<file path="src/rtl/rdl_wide_reg_ctrl_if.sv">
// rdl_wide_reg_ctrl_if: request/response bus for the wide register controller
interface rdl_wide_reg_ctrl_if #(
    parameter int DW = 32
);
    logic          req_valid;
    logic          req_ready;
    logic          req_write;
    logic [2:0]    req_addr;
    logic [DW-1:0] req_wdata;
    logic          rsp_valid;
    logic [DW-1:0] rsp_rdata;
    logic          rsp_err;
    modport master (
        output req_valid, req_write, req_addr, req_wdata,
        input  req_ready, rsp_valid, rsp_rdata, rsp_err
    );
    modport slave (
        input  req_valid, req_write, req_addr, req_wdata,
        output req_ready, rsp_valid, rsp_rdata, rsp_err
    );
endinterface

</file>
<file path="src/rtl/rdl_wide_reg_ctrl.sv">
// rdl_wide_reg_ctrl: wide register with atomic multi-word software commit and hw update
module rdl_wide_reg_ctrl #(
    parameter int DW = 32,
    parameter int NW = 2,
    parameter logic [NW*DW-1:0] ResetValue = '0
) (
    input  logic               clk,
    input  logic               rst,
    rdl_wide_reg_ctrl_if.slave bus,
    input  logic               hw_de,
    input  logic [NW*DW-1:0]   hw_d,
    output logic [NW*DW-1:0]   q,
    output logic               commit
);
    typedef enum logic {IDLE, RESP} state_t;
    state_t state, state_nx;
    logic [NW-1:0][DW-1:0] q_r;
    logic [NW-2:0][DW-1:0] shadow;
    logic [NW-2:0]         mask;
    logic [NW-1:1][DW-1:0] snap;
    logic                  accept, addr_ok, last, full, wr, sw_commit, err;
    logic [DW-1:0]         rd;
    assign bus.req_ready = (state == IDLE);
    assign accept    = bus.req_ready && bus.req_valid;
    assign addr_ok   = {1'b0, bus.req_addr} < 4'(NW);
    assign last      = bus.req_addr == 3'(NW-1);
    assign full      = &mask;
    assign wr        = accept && bus.req_write && addr_ok;
    assign sw_commit = wr && last && full;
    assign err       = !addr_ok || (bus.req_write && last && !full);
    assign q         = q_r;
    // word 0 reads live q; upper words read the snapshot taken at the last word-0 read
    always_comb begin
        state_nx = (state == RESP) ? IDLE : (bus.req_valid ? RESP : IDLE);
        rd = (bus.req_addr == 3'd0) ? q_r[0] : '0;
        for (int i = 1; i < NW; i++)
            if (bus.req_addr == 3'(i)) rd = snap[i];
    end
    always_ff @(posedge clk) begin
        if (rst) begin
            state         <= IDLE;
            q_r           <= ResetValue;
            shadow        <= ResetValue[(NW-1)*DW-1:0];
            mask          <= '0;
            snap          <= ResetValue[NW*DW-1:DW];
            bus.rsp_valid <= 1'b0;
            bus.rsp_rdata <= '0;
            bus.rsp_err   <= 1'b0;
            commit        <= 1'b0;
        end else begin
            state         <= state_nx;
            bus.rsp_valid <= accept;
            bus.rsp_err   <= accept && err;
            bus.rsp_rdata <= (accept && !bus.req_write && addr_ok) ? rd : '0;
            commit        <= sw_commit;
            q_r           <= sw_commit ? {bus.req_wdata, shadow} : (hw_de ? hw_d : q_r);
            if (wr && last) mask <= '0;
            for (int i = 0; i < NW-1; i++)
                if (wr && bus.req_addr == 3'(i)) begin
                    shadow[i] <= bus.req_wdata;
                    mask[i]   <= 1'b1;
                end
            if (accept && !bus.req_write && bus.req_addr == 3'd0) snap <= q_r[NW-1:1];
        end
    end
endmodule

</file>
<file path="src/flat_wrapper.sv">
// flat-port wrapper written by rule: the top's interface ports become plain ports
module rdl_wide_reg_ctrl_flat 
#(
    parameter int DW = 32,
    parameter int NW = 2,
    parameter logic [NW*DW-1:0] ResetValue = '0
)
  (clk, rst, hw_de, hw_d, q, commit, bus_req_valid, bus_req_write, bus_req_addr, bus_req_wdata, bus_req_ready, bus_rsp_valid, bus_rsp_rdata, bus_rsp_err);
  rdl_wide_reg_ctrl_if #(.DW(DW)) bus_i ();
  input  logic clk;
  input  logic rst;
  input  logic hw_de;
  input  logic [NW*DW-1:0] hw_d;
  output logic [NW*DW-1:0] q;
  output logic commit;
  input wire logic [$bits(bus_i.req_valid)-1:0] bus_req_valid;
  input wire logic [$bits(bus_i.req_write)-1:0] bus_req_write;
  input wire logic [$bits(bus_i.req_addr)-1:0] bus_req_addr;
  input wire logic [$bits(bus_i.req_wdata)-1:0] bus_req_wdata;
  output wire logic [$bits(bus_i.req_ready)-1:0] bus_req_ready;
  output wire logic [$bits(bus_i.rsp_valid)-1:0] bus_rsp_valid;
  output wire logic [$bits(bus_i.rsp_rdata)-1:0] bus_rsp_rdata;
  output wire logic [$bits(bus_i.rsp_err)-1:0] bus_rsp_err;
  assign bus_i.req_valid = bus_req_valid;
  assign bus_i.req_write = bus_req_write;
  assign bus_i.req_addr = bus_req_addr;
  assign bus_i.req_wdata = bus_req_wdata;
  assign bus_req_ready = bus_i.req_ready;
  assign bus_rsp_valid = bus_i.rsp_valid;
  assign bus_rsp_rdata = bus_i.rsp_rdata;
  assign bus_rsp_err = bus_i.rsp_err;
  rdl_wide_reg_ctrl #(.DW(DW), .NW(NW), .ResetValue(ResetValue)) u_core (.clk(clk), .rst(rst), .bus(bus_i), .hw_de(hw_de), .hw_d(hw_d), .q(q), .commit(commit));
endmodule
</file>
<file path="config.mk">
export PLATFORM = sky130hd
export DESIGN_NAME = rdl_wide_reg_ctrl_flat
export DESIGN_NICKNAME = d
export VERILOG_FILES = /design/src/rtl/rdl_wide_reg_ctrl_if.sv /design/src/rtl/rdl_wide_reg_ctrl.sv /design/src/flat_wrapper.sv
export SDC_FILE = /design/constraint.sdc
export NUM_CORES = 1
export LEC_CHECK = 0
export BUFFER_PORTS_ARGS = -buffer_cell sky130_fd_sc_hd__buf_2
export CAP_MARGIN = 30
export CORE_MARGIN = 2
export CORE_UTILIZATION = 40
export CTS_BUF_LIST = sky130_fd_sc_hd__clkbuf_8
export CTS_CLUSTER_DIAMETER = 200
export DETAILED_ROUTE_END_ITERATION = 7
export PLACE_DENSITY = 0.68
export SLEW_MARGIN = 20
export SYNTH_ARGS = -nofsm -noshare
export SYNTH_HDL_FRONTEND = slang
export SYNTH_SLANG_ARGS = --single-unit
</file>
<file path="constraint.sdc">
create_clock -name clk -period 4.6 [get_ports clk]
set_input_delay 0.92 -clock clk [delete_from_list [all_inputs] [get_ports clk]]
set_output_delay 0.92 -clock clk [all_outputs]
set_load 0.05 [all_outputs]
</file>
# ---- Yosys cells after proc, flatten, opt, wreduce, memory -nomap -nowiden
# Index checks and enable logic that the tools add are counted.
dict set report op_classes {
  muxes 7
  eq_ne 1
  n_bitwise 2
  n_lt_le_gt_ge 1
  reduce_logical 21
}
# op n
set ops {}
lappend ops {{64-bit 2-to-1 mux} 2}
lappend ops {{32-bit 2-to-1 mux} 2}
lappend ops {{1-bit logical AND} 12}
lappend ops {{2-bit nonzero test} 2}
lappend ops {{2-bit OR reduction} 2}
lappend ops {{3-bit by 1-bit equality test with 1-bit output (second input constant)} 1}
lappend ops {{1-bit logical NOT} 3}
lappend ops {{3-bit logical NOT} 1}
lappend ops {{3-bit by 2-bit < comparator with 1-bit output (second input constant)} 1}
lappend ops {{1-bit 2-to-1 mux} 3}
lappend ops {{1-bit NOT} 2}
lappend ops {{1-bit logical OR} 1}
dict set report totals {
  output_inout_bits 100
  inputBits 104
  regBits 165
}

# ---- Longest topological paths before layout
dict set report depth {
  ltp_word 7
  ltp_mapped 6
  depth_no_buf 3
}

# ---- Worst setup path after synthesis
# OpenSTA, ideal clock, no wires.
dict set report synth_timing {
  path_type {input -> register}
  startpoint {input bus_req_addr[1]}
  endpoint {register u_core.q_r (netlist bit u_core.q[14])}
  path_stages 6
  setup_slack_ns 2.248
  path_buffers 3
  setup_time_ns 0.146
  arrival_time_ns 2.206
  cell_sequence {or4b_1 > buf_2 > buf_2 > clkbuf_1 > nor3_1 > a211oi_2}
}
dict set report synth_via {
  elab_chain_len 5
  word_cells_on_any_way 7
  cone_classes {1 x order compare; 1 x eq/ne; 1 x mux; 4 x reduce/logical}
}
# item line_no
set synth_lines {}
lappend synth_lines {{from (decl)} flat_wrapper.sv:18} ;# input wire logic [$bits(bus_i.req_addr)-1:0] bus_req_addr;
lappend synth_lines {{3-bit by 2-bit < comparator with 1-bit output} rdl_wide_reg_ctrl.sv:25} ;# assign addr_ok = {1'b0, bus.req_addr} < 4'(NW);
lappend synth_lines {{1-bit logical AND} rdl_wide_reg_ctrl.sv:28} ;# assign wr = accept && bus.req_write && addr_ok;
lappend synth_lines {{1-bit logical AND * (2 in series)} rdl_wide_reg_ctrl.sv:29} ;# assign sw_commit = wr && last && full;
lappend synth_lines {{64-bit 2-to-1 mux or 2-bit nonzero test (tied branches)} -}
lappend synth_lines {{to (signal assigned)} rdl_wide_reg_ctrl.sv:42} ;# q_r <= ResetValue;
lappend synth_lines {{to (signal assigned)} rdl_wide_reg_ctrl.sv:56} ;# q_r <= sw_commit ? {bus.req_wdata, shadow} : (hw_de ? hw_d : q_r);
lappend synth_lines {{to (decl)} rdl_wide_reg_ctrl.sv:17} ;# logic [NW-1:0][DW-1:0] q_r;
# Mark *: on every way between the ends. The rest lies on a longest branch, timed or not.
# A chain may end at the register's enable or synchronous reset.

# ---- Worst setup path after layout
dict set report layout_timing {
  startpoint {input bus_req_addr[1]}
  endpoint {register u_core.snap[13] in the netlist's numbering}
}
dict set report layout_via {
  elab_chain_len 2
}
# item line_no
set layout_lines {}
lappend layout_lines {{3-bit logical NOT} rdl_wide_reg_ctrl.sv:63} ;# if (accept && !bus.req_write && bus.req_addr == 3'd0) snap <= q_r[NW-1:1];
lappend layout_lines {{1-bit logical AND} rdl_wide_reg_ctrl.sv:63}
lappend layout_lines {{to (signal assigned)} rdl_wide_reg_ctrl.sv:45} ;# snap <= ResetValue[NW*DW-1:DW];
lappend layout_lines {{to (signal assigned)} rdl_wide_reg_ctrl.sv:63}
lappend layout_lines {{to (decl)} rdl_wide_reg_ctrl.sv:20} ;# logic [NW-1:1][DW-1:0] snap;
# No other way between the ends.

==> metrics.md <==
| Metric | Value |
|---|---|
| Outcome | complete, no violations |
| CTS Buf Count | 17 |
| Post-CTS Setup Repair Bufs | 0 |
| CTS resizes | 0 |
| Antenna-violating nets left | 0 |
| Final net count | 970 |
| Clk_skew | 0.00775 ns |
| Die Height | 136 um |
| Relative slew margins | 40.5% |
| Full die area | 18500 um^2 |
| Final wirelength | 18200 um |
| Max-Cap Viols | 0 |
| Die width | 136 um |
| # port buffers | 203 |
| CP startpoint kind | input pin |
| Ys async rst share | 0% |
| Clock tree from TritonCTS | built |
| Mapped Nets | 801 |
| Number of cell rows | 48 |
| Slew Limit Fails | 0 |
| Synth warnings | 0 |
| Share of cells above drive strength 1 | 34.2% |
| Htree depth | 4 |
| Crit Path Category | in2reg |
| Netlist Area Pre-Place | 6990 um^2 |
| Drc violations | 0 |
| Post-Route Utilization | 49.8% |
| Final Setup Violations | 0 |
| Initial cell density of the core | 40.7% |
| Initial antenna violation count | 1 |
| Arr. time, crit path | 3.31 ns |
| Drt pass-1 iters | 4 |
| Finished Layout Cells | 1104 |
| Highest routed metal layer | met5 |
| P_int | 2100 uW |
| RD Place Congestion | 0.742 |
| Netlist cell types | 23 |
| GRT Overall Usage | 19.4% |
| DR vias | 5612 |
| Power Density | 343 nW/um^2 |
| First-pass GRT wire length | 27800 um |
| Vias in the first global route | 5245 |
| WL per Instance | 16.5 um |
| Data required, critical path | 4.99 ns |
| Hold Worst Slack | 0.461 ns |
| Clock Power Share | 35.0% |
| Most common cell after layout, fill and taps aside | buf_2 |
| Yosys reg bits | 165 |
| RSZ-0062 raised after global routing | false |
| Commonest register cell after synthesis | dfxtp_1 |
| Post-Syn Instances | 697 |
| Pin count of the biggest net entering global routing | 78 |
| Clock tree root buffer cell | clkbuf_8 |
| Seq/Total Area, Yosys | 47.3% |
| Avg Cell Area, Syn | 10.0 um^2 |
| Vias/cell | 5.08 |
| Met3 routed WL | 863 um |
| Worst-skew pair later-pin latency | 0.45 ns |
| Max Fclk | 342 MHz |
| Dpl cells | 1072 |
| Hold_buf cts | 0 |
| Worst hold path class | reg2reg |
| Clock transition at path regs | 0.09 ns |
| Post-DP HPWL | 12000 um |
| CORE AREA | 17200 um^2 |
| Peak VDD IR | 0.163 mV |
| Share of power burned in registers | 51.1% |
| Tcrit/Tclk final | 63.5% |
| Switching Share | 28.5% |
| Least-Margin Pin Slew | 0.892 ns |
| Static leakage | 0.00362 uW |
| Most frequent cells in the layout | 201 x buf_2, 165 x dfxtp_1, 160 x mux2i_1, 129 x nand2_1, 64 x nor3_1 |
| Area Growth Syn to Fin | 22.4% |
| I/O pin total | 204 |
| Post-synth EDFFs | 0 |
| Ant. Diodes | 0 |
| Overflow after GRT | 0 |
| Hold Fails Final Rpt | 0 |
| Total negative slack | 0 ns |
| Switching pwr | 835 uW |
| Met2 Routed Length | 8670 um |
| Worst Setup End Kind | flip-flop |
| DR iter-0 viols | 207 |
| Logic gate share of total power | 13.9% |
| Critical Path Fanout Max | 69 |
| Met1 Wirelength | 8320 um |
| Longest Clk Path Bufs | 2 |
| R2R Setup Slk | 1.95 ns |
| Final Power | 2930 uW |
| Sink Count | 165 |
| Min cycle time layout | 2.92 ns |
-- area by class of cell --
type | instances | area, um^2
Fill cell | 1680 | 8620
Multi-Input combinational cell | 464 | 3380
Sequential cell | 165 | 3300
Timing Repair Buffer | 215 | 1190
Tap cell | 225 | 282
Clock buffer | 18 | 248
Clock inverter | 14 | 138
Inverter | 3 | 13.8
-- worst paths after layout --
kind,start,endpoint,cells past startpoint
setup / recovery,bus_req_addr[1],u_core.snap[13]$_SDFFE_PP0P_,5
hold reg to reg,u_core.snap[14]$_SDFFE_PP0P_,u_core.snap[14]$_SDFFE_PP0P_,2
setup reg to reg,u_core.state$_SDFF_PP0_,u_core.snap[13]$_SDFFE_PP0P_,4
hold / removal,u_core.snap[14]$_SDFFE_PP0P_,u_core.snap[14]$_SDFFE_PP0P_,2
-- synth_stat cells (3+ instances only) --
library cell | n | share of area [%]
buf_6 | 7 | 1.1
clkbuf_1 | 44 | 2.4
mux2i_1 | 160 | 23
a211oi_1 | 15 | 1.6
buf_4 | 4 | 0.43
nor2_1 | 34 | 1.8
nand2_1 | 129 | 6.9
buf_2 | 6 | 0.43
dfxtp_1 | 165 | 47
buf_1 | 4 | 0.21
nor3_1 | 64 | 4.6
inv_1 | 3 | 0.16
a211oi_2 | 49 | 8.8
-- power by group through the flow --
stage,clock (uW),sequential [uW],combinational (uW)
CTS,1050,1500,408
detailed placement,0,1530,407
global placement,0,1530,398
finish,1030,1500,406
floorplan,0,1650,160
global route,1120,1500,430
-- logic make-up (layout without fill, tap and decap cells) --
| kind of cell | count (synthesis) | after routing | share of synthesized area (%) |
|---|---|---|---|
| AOI/OAI and AO/OA | 67 | 67 | 10.6 |
| and+or+nand+nor | 237 | 237 | 14.5 |
| muxes | 160 | 160 | 22.9 |
| buffers and inverters | 68 | 250 | 4.73 |
| DFF | 165 | 165 | 47.3 |
-- flip-flops by register name (all words and copies together) (netlist names) --
register,cells
u_core.bus.rsp_err,1
u_core.shadow,32
u_core.bus.rsp_valid,1
u_core.state,1
u_core.full,1
u_core.snap,32
u_core.commit,1
u_core.q,64
u_core.bus.rsp_rdata,32
-- metrics by stage --
stage                     setup WS (ns)  area, um^2
after floorplan                    2.25        6990
after global placement             1.30        8060
after detailed placement           1.26        8170
after CTS                          1.77        8550
after global routing               1.58        8550
final                              1.68        8550
-- critical path, stage by stage --
cell and delay, ns:
buf_2 0.10, or4b_4 0.89, nor3_4 0.70, buf_4 0.41, mux2i_1 0.23
-- routing by layer --
layer	up-vias	track usage, %
li1	2764	-
met1	2670	25.0
met2	154	32.1
met3	22	4.10
met4	2	7.18
met5	-	0
(Power assumes the default switching activity.)
